--- config.mk ---
export PLATFORM = sky130hd
export DESIGN_NAME = pu_riscv_wb
export DESIGN_NICKNAME = d
export VERILOG_FILES = /design/src/rtl/pu_riscv_wb_pkg.sv /design/src/rtl/pu_riscv_wb_ldext.sv /design/src/rtl/pu_riscv_wb.sv
export SDC_FILE = /design/constraint.sdc
export NUM_CORES = 1
export LEC_CHECK = 0
export BUFFER_PORTS_ARGS = -buffer_cell sky130_fd_sc_hd__buf_2
export CAP_MARGIN = 5
export CORE_ASPECT_RATIO = 1.1
export CORE_MARGIN = 5
export CORE_UTILIZATION = 49
export CTS_BUF_LIST = sky130_fd_sc_hd__clkbuf_8 sky130_fd_sc_hd__clkbuf_16
export DETAILED_ROUTE_END_ITERATION = 10
export PLACE_DENSITY = 0.83
export SYNTH_ARGS = -nofsm -noshare
export SYNTH_HDL_FRONTEND = slang
export SYNTH_SLANG_ARGS = --single-unit
--- constraint.sdc ---
create_clock -name clk -period 13.6 [get_ports clk]
set_clock_uncertainty 0.15 [all_clocks]
set_input_delay 0.68 -clock clk [delete_from_list [all_inputs] [get_ports clk]]
set_output_delay 0.68 -clock clk [all_outputs]
set_load 0.1 [all_outputs]
--- src/rtl/pu_riscv_wb_pkg.sv ---
// Shared core definitions for the writeback stage: load funct3 encodings
// and the writeback FSM state type.
package pu_riscv_wb_pkg;

   // Load funct3 encodings
   localparam logic [2:0] LD_LB  = 3'd0;
   localparam logic [2:0] LD_LH  = 3'd1;
   localparam logic [2:0] LD_LW  = 3'd2;
   localparam logic [2:0] LD_LD  = 3'd3;
   localparam logic [2:0] LD_LBU = 3'd4;
   localparam logic [2:0] LD_LHU = 3'd5;
   localparam logic [2:0] LD_LWU = 3'd6;

   // Writeback FSM states
   typedef enum logic {
      WB_IDLE,
      WB_LOAD_WAIT
   } wb_state_t;

endpackage

--- src/rtl/pu_riscv_wb_ldext.sv ---
// Load data extraction and sign/zero extension from a naturally aligned
// memory read word.
import pu_riscv_wb_pkg::*;

module pu_riscv_wb_ldext #(
   parameter int XLEN = 64
) (
   input  logic [2:0]      size,
   input  logic [2:0]      addr_lsb,
   input  logic [XLEN-1:0] q,
   output logic [XLEN-1:0] val,
   output logic            err
);

   logic [2:0]      off;
   logic [XLEN-1:0] sh;

   // Byte offset of the access; address bits below the access size are dropped
   always_comb begin
      off = '0;
      case (size)
         LD_LB, LD_LBU: off = addr_lsb;
         LD_LH, LD_LHU: off = {addr_lsb[2:1], 1'b0};
         LD_LW, LD_LWU: off = {addr_lsb[2], 2'b00};
         default:       off = '0;
      endcase
      if (XLEN == 32) off[2] = 1'b0;
   end

   assign sh = q >> {off, 3'b000};

   // Extend the selected field to XLEN; 64-bit-only loads fault on RV32
   always_comb begin
      val = '0;
      err = 1'b0;
      case (size)
         LD_LB:  val = XLEN'($signed(sh[7:0]));
         LD_LH:  val = XLEN'($signed(sh[15:0]));
         LD_LW:  val = XLEN'($signed(sh[31:0]));
         LD_LBU: val = XLEN'(sh[7:0]);
         LD_LHU: val = XLEN'(sh[15:0]);
         LD_LWU: begin
            val = XLEN'(sh[31:0]);
            err = (XLEN == 32);
         end
         LD_LD: begin
            val = q;
            err = (XLEN == 32);
         end
         default: err = 1'b1;
      endcase
   end

endmodule

--- src/rtl/pu_riscv_wb.sv ---
// RISC-V writeback stage: retires ALU/CSR results and loads into the
// register file, reports faulting instructions and counts retirements.
import pu_riscv_wb_pkg::*;

module pu_riscv_wb #(
   parameter int XLEN    = 64,
   parameter int AR_BITS = 5
) (
   input  logic               clk,
   input  logic               rst,
   input  logic               mem_valid,
   output logic               mem_ready,
   input  logic [AR_BITS-1:0] mem_rd,
   input  logic [XLEN-1:0]    mem_r,
   input  logic               mem_is_load,
   input  logic [2:0]         mem_ld_size,
   input  logic [2:0]         mem_addr_lsb,
   input  logic               mem_exception,
   input  logic               dmem_ack,
   input  logic [XLEN-1:0]    dmem_q,
   input  logic               dmem_err,
   input  logic               du_stall,
   output logic [AR_BITS-1:0] rf_dst,
   output logic [XLEN-1:0]    rf_dstv,
   output logic               rf_we,
   output logic               wb_exception,
   output logic [63:0]        wb_retired
);

   wb_state_t          state;
   logic [AR_BITS-1:0] ld_rd;
   logic [2:0]         ld_size;
   logic [2:0]         ld_lsb;
   logic [XLEN-1:0]    ld_val;
   logic               ld_err;
   logic               accept;

   assign mem_ready = (state == WB_IDLE) & ~du_stall;
   assign accept    = mem_valid & mem_ready;

   pu_riscv_wb_ldext #(
      .XLEN(XLEN)
   ) u_ldext (
      .size     (ld_size),
      .addr_lsb (ld_lsb),
      .q        (dmem_q),
      .val      (ld_val),
      .err      (ld_err)
   );

   // Writeback FSM with registered register-file port, fault pulse and retire count
   always_ff @(posedge clk or posedge rst) begin
      if (rst) begin
         state        <= WB_IDLE;
         rf_we        <= 1'b0;
         rf_dst       <= '0;
         rf_dstv      <= '0;
         wb_exception <= 1'b0;
         wb_retired   <= '0;
         ld_rd        <= '0;
         ld_size      <= '0;
         ld_lsb       <= '0;
      end else begin
         rf_we        <= 1'b0;
         wb_exception <= 1'b0;
         case (state)
            WB_IDLE: begin
               if (accept) begin
                  if (mem_exception) begin
                     wb_exception <= 1'b1;
                  end else if (mem_is_load) begin
                     state   <= WB_LOAD_WAIT;
                     ld_rd   <= mem_rd;
                     ld_size <= mem_ld_size;
                     ld_lsb  <= mem_addr_lsb;
                  end else begin
                     // x0 writes are dropped but the instruction still retires
                     if (mem_rd != '0) begin
                        rf_we   <= 1'b1;
                        rf_dst  <= mem_rd;
                        rf_dstv <= mem_r;
                     end
                     wb_retired <= wb_retired + 64'd1;
                  end
               end
            end
            WB_LOAD_WAIT: begin
               if (dmem_ack) begin
                  state <= WB_IDLE;
                  if (dmem_err | ld_err) begin
                     wb_exception <= 1'b1;
                  end else begin
                     if (ld_rd != '0) begin
                        rf_we   <= 1'b1;
                        rf_dst  <= ld_rd;
                        rf_dstv <= ld_val;
                     end
                     wb_retired <= wb_retired + 64'd1;
                  end
               end
            end
            default: state <= WB_IDLE;
         endcase
      end
   end

endmodule

Word-level counts from Yosys, hierarchy flattened

Cells that the tools add are included.

Register bits: 147
Latch bits: 0
RAM bits: 0
Bits in read-only memories: 0
Output and inout port bits: 136
Memories kept: 0

Add/subtract/negate cells: 1
Multiply operators: 0
Div/mod/pow operators: 0
Order comparisons: 0
Equal/unequal tests: 13
Shifts and indexed selects: 1
Multiplexer cells: 43
Bitwise logic cells: 6
Reduce and logical (&&, ||, !) cells: 10

Operators with widths:

| kind                    | count |
|---|---|
| $mux W64                | 12 |
| $pmux W64 S7            | 1 |
| $pmux W64 S2            | 2 |
| $add A64 B1 Y64 const B | 1 |
| $shr A64 B6 Y32         | 1 |
| $mux W5                 | 7 |
| $mux W1                 | 16 |
| $ne A2 B2 Y1 const B    | 5 |
| $pmux W5 S2             | 1 |
| $reduce_bool A5 Y1      | 2 |
| $eq A3 B3 Y1 const B    | 3 |
| $pmux W3 S3             | 1 |
| $reduce_and A7 Y1       | 1 |
| $reduce_or A7 Y1        | 1 |
| $eq A3 B2 Y1 const B    | 2 |
| $pmux W1 S2             | 3 |
| $reduce_or A2 Y1        | 3 |
| $reduce_and A5 Y1       | 1 |
| $ne A2 B1 Y1 const B    | 2 |
| $reduce_and A4 Y1       | 1 |
| $eq A3 B1 Y1 const B    | 1 |
| $logic_not A3 Y1        | 1 |
| $not A1 Y1              | 3 |
| $and A1 B1 Y1           | 2 |
| $or A1 B1 Y1            | 1 |

Longest topological paths before layout

Word-level depth: 9
Depth in mapped cells: 10
Depth with buffers taken out: 7

Modules after synthesis

A second synthesis with hierarchy kept.

Cell total of the unflattened synthesis: 975
Area total of the unflattened synthesis: 8866.0 um2

By module, submodules not included:

| module            | times used | cells an instance | area an instance (um2) | seq. area each (um2) |
|---|---|---|---|---|
| pu_riscv_wb       | 1          | 641               | 6782.8                 | 3678.5 |
| pu_riscv_wb_ldext | 1          | 334               | 2083.2                 | 0.0 |

Worst setup path before layout

OpenSTA, ideal clock, no wires.

Kind: register to output
From: register state
To: output mem_ready
Data arrival time: 2444 ps
Required time: 12770 ps
Path slack: 10326 ps
Stages on the path, launching flop included: 6
Path buffers: 4
Path through: dfrtp_1 buf_2 clkbuf_1 clkbuf_1 clkbuf_1 nor2_1

Cells in the longest elaborated chain, start to end: 2

Ends and longest elaborated chain:

| item                   | RTL line          | source |
|---|---|---|
| from (decl)            | pu_riscv_wb.sv:30 | `wb_state_t state;` |
| from (signal assigned) | pu_riscv_wb.sv:54 | `state <= WB_IDLE;` |
| from (signal assigned) | pu_riscv_wb.sv:72 | `state <= WB_LOAD_WAIT;` |
| from (signal assigned) | pu_riscv_wb.sv:89 | `state <= WB_IDLE;` |
| $not A1 Y1 (no line)   | n/a               |  |
| $and A1 B1 Y1          | pu_riscv_wb.sv:38 | `assign mem_ready = (state == WB_IDLE) & ~du_stall;` |
| to (decl)              | pu_riscv_wb.sv:12 | `output logic mem_ready,` |

No other way between the ends.

Final worst setup path

From: register state
To: register rf_dstv[50]

Cells in the longest elaborated chain, start to end: 5
Elaborated cells on any way between the ends: 12
Those cells by class: 7 x eq/ne; 1 x mux; 3 x bitwise; 1 x reduce/logical

Ends and longest elaborated chain:

| item                        | RTL line          | source |
|---|---|---|
| $not A1 Y1 (no line)        | n/a               |  |
| $and A1 B1 Y1               | pu_riscv_wb.sv:38 |  |
| $and A1 B1 Y1               | pu_riscv_wb.sv:39 | `assign accept = mem_valid & mem_ready;` |
| $ne A2 B2 Y1 (no line)      | n/a               |  |
| $reduce_and A7 Y1 (no line) | n/a               |  |
| to (signal assigned)        | pu_riscv_wb.sv:81 | `rf_dstv <= mem_r;` |
| to (signal assigned)        | pu_riscv_wb.sv:96 | `rf_dstv <= ld_val;` |
| to (decl)                   | pu_riscv_wb.sv:24 | `output logic [XLEN-1:0] rf_dstv,` |

Parallel ways exist; a longest one is shown, timed or not.
A chain may end at the register's enable or synchronous reset.

==> results.toml <==
[logic_synthesis]
synth_commonest_cells = "dfrtp_1 (147), nand2_1 (118), nor2_1 (82)"
synth_warnings = 0
synth-seq-cells = 147
yosysTopAreaCell = "dfrtp_1"
syn_nets = 1070
synthMostInstantiatedCell = "dfrtp_1"
syn-instance-count = 922
netlist_area_mm2 = 0.00867
syn_area_per_cell_um2 = 9.40
ys_seq_area_share_pct = 42.4
synth_top_area_share_pct = 42.4
synthFlopType = "dfrtp_1"
synthTopCellsByArea = "dfrtp_1 (42%), xnor2_1 (5.5%), nand2_1 (5.1%)"
synth_cell_types = 64
synth_edf_count = 0
ys_async_sr_fraction_pct = 100

[flow_run]
cap_violations = 0

[timing]
rsz0062_at_grt = "false"
fmaxAchievable_mhz = 241
hold_viol_final = 0
period_share_pct = 30.5
slew_violations = 0
min_period_ps = 4140
tightest_slew_ps = 1150
setup_viol = 0
tns_ps = 0
maxSlewHeadroom_pct = 23.3
whs_ps = 201
final.setup.worst_slack_ps = 9460

[critical_path]
cp_data_required_time_ps = 13730
cp_cell_sequence = "buf_4 -> nand2_1 -> o31ai_2 -> nand2_2 -> buf_4 -> nor4b_4 -> buf_4 -> a211oi_1"
worstPathMaxFanout = 75
cp_num_buf_inv = 3
slowest_delay_ps = 640
crit_arrival_ps = 4270
cpMostUsedCell = "buf_4"
cp-end-kind = "flop"
cp_slowest_cell = "buf_4"
worstSetupStartpointType = "flop"
cp_top_family = "buffers and inverters"
crit_type = "reg2reg"

[floorplan]
die_w_um = 137
fp-row-count = 51
die_h_um = 150
coreArea_mm2 = 0.0175
io_pins = 283
die_area_mm2 = 0.0205
start_util_pct = 49.4

[routing]
drt_wl_total_um = 29200
vias = 8412
viasPerCell = 5.93
drtAntennaViolNets = 0
first_pass_iters = 6
post-route-drc-count = 0
wl_per_cell_um = 20.6
drtIter0Drc = 814

[min_path]
hp-class = "in2async"

[clock_network]
clk_pin_slew_ps = 60
post_cts_resize_count = 0
clockBufferDepth = 2
root_buffer = "clkbuf_16"
clk-insertion-delay-late_ps = 420
clkSinkCount = 147
numCtsBuffers = 17
postCtsSetupRepairBufs = 0
postCtsHoldBufs = 0
cts_tree = "yes"
htree_levels = 4

[final_layout]
final_layout_size_suffix_gt1_share_pct = 33.1
final_core_util_pct = 60.9
final_nets = 1312
syn_to_final_growth_pct = 23.3

[place]
place_ws_ps = 9560
place_congestion = 0.910
portBuffers = 282
dp_hpwl_um = 22200

[power_and_ir_drop]
p_leak_nw = 5.07
ir_drop_mv = 0.184
power.density_mw_per_mm2 = 198

[global_routing]
grt_max_degree = 78
overflow = 0
grt_pass1_vias = 8141
antenna_found_initial = 5
grt_pass1_wl_um = 44900
grt_usage_pct = 28.3

[status]
status = "finished clean"
## sequential cells by signal, summed over array words and instances (netlist names), 3 cells and up
signal and flops:
ld_rd 5, wb_retired 64, rf_dstv 64, ld_lsb 3
ld_size 3, rf_dst 5
## cells by family (layout without fill, tap and decap cells)
family,after synthesis,in the layout,synth area share (%)
xor+xnor,64,64,6.46
other cells,0,4,0
compound gates,191,191,17.3
flops,147,147,42.4
mux,51,51,7.13
fa+ha+maj,1,1,0.144
simple gates,393,393,22.4
buf+inv,75,329,4.16
## per-layer routing
metal,track usage [%],wire (um),vias to the layer above
li1,-,-,3861
met1,36.1,11300,3982
met2,46.5,14000,485
met3,6.22,2770,82
met4,11.6,1120,2
met5,0,13,-
## metrics by stage
stage / total power, mW / instance area [um2] / cells
3_3_place_gp: 1.67 / 10100 / 1383
5_1_grt: 2.20 / 10700 / 1416
4_1_cts: 2.12 / 10700 / 1414
2_1_floorplan: 1.47 / 8670 / 922
3_5_place_dp: 1.68 / 10100 / 1383
6_report: 2.12 / 10700 / 1418
## layout make-up
class                           instances  area [um2]
Clock inverter                         14         118
Tap cell                              238         298
Clock buffer                           17         425
Fill cell                            1450        6860
Multi-Input combinational cell        700        4650
Timing Repair Buffer                  291        1480
Antenna cell                            4        10.0
Sequential cell                       147        3680
Inverter                                7        31.3
## layout by cell type, fill, tap and decap left out, types with 6 or more instances in the layout
master     synthesis  final
buf_2             18    282
dfrtp_1          147    146
nand2_1          118    118
nor2_1            82     81
xnor2_1           54     54
nand3_1           46     46
nor3_1            38     38
o21ai_0           37     37
and3_1            33     33
mux2i_1           31     31
a211oi_2          30     30
nand4_1           21     21
a21oi_1           18     18
a31oi_1           17     17
clkbuf_16          0     17
nor2b_1           14     14
a221oi_1          14     14
mux2_2            12     12
a311oi_1          11     11
xor2_1            10     10
a22oi_1           10     10
buf_4              3      9
and4_1             7      7
mux4_2             7      7
o21a_1             7      7
and2_1             6      6
nor4_1             6      6
a21o_1             6      6
o22ai_1            6      6
a222oi_1           6      6
## path summary, 6_finish.rpt
path / from / cells after the start / slack (ps) / endpoint
setup / recovery: state$_DFF_PP0_ / 8 / 9460 / rf_dstv[50]$_DFFE_PP0P_
hold / removal: rst / 2 / 200 / wb_retired[24]$_DFFE_PP0P_
setup reg to reg: state$_DFF_PP0_ / 8 / 9460 / rf_dstv[50]$_DFFE_PP0P_
hold reg to reg: rf_dstv[20]$_DFFE_PP0P_ / 1 / 330 / rf_dstv[20]$_DFFE_PP0P_
max in group asynchronous: rst / 3 / 11630 / state$_DFF_PP0_
min in group clk: dmem_ack / 2 / 320 / state$_DFF_PP0_
## power by group
group	total, mW	leakage [nW]	switching (mW)	internal [mW]
registers	0.603	1.87	0.0757	0.527
clock network	0.436	0.258	0.187	0.249
logic	1.08	2.94	0.877	0.204
total	2.12	5.07	1.14	0.980
## worst register-to-register path: stages (launching register included)
cell and delay (ps):
dfrtp_2 370, buf_4 640, nand2_1 320, o31ai_2 590, nand2_2 520, buf_4 450
nor4b_4 330, buf_4 470, a211oi_1 170
(Power assumes the default switching activity.)
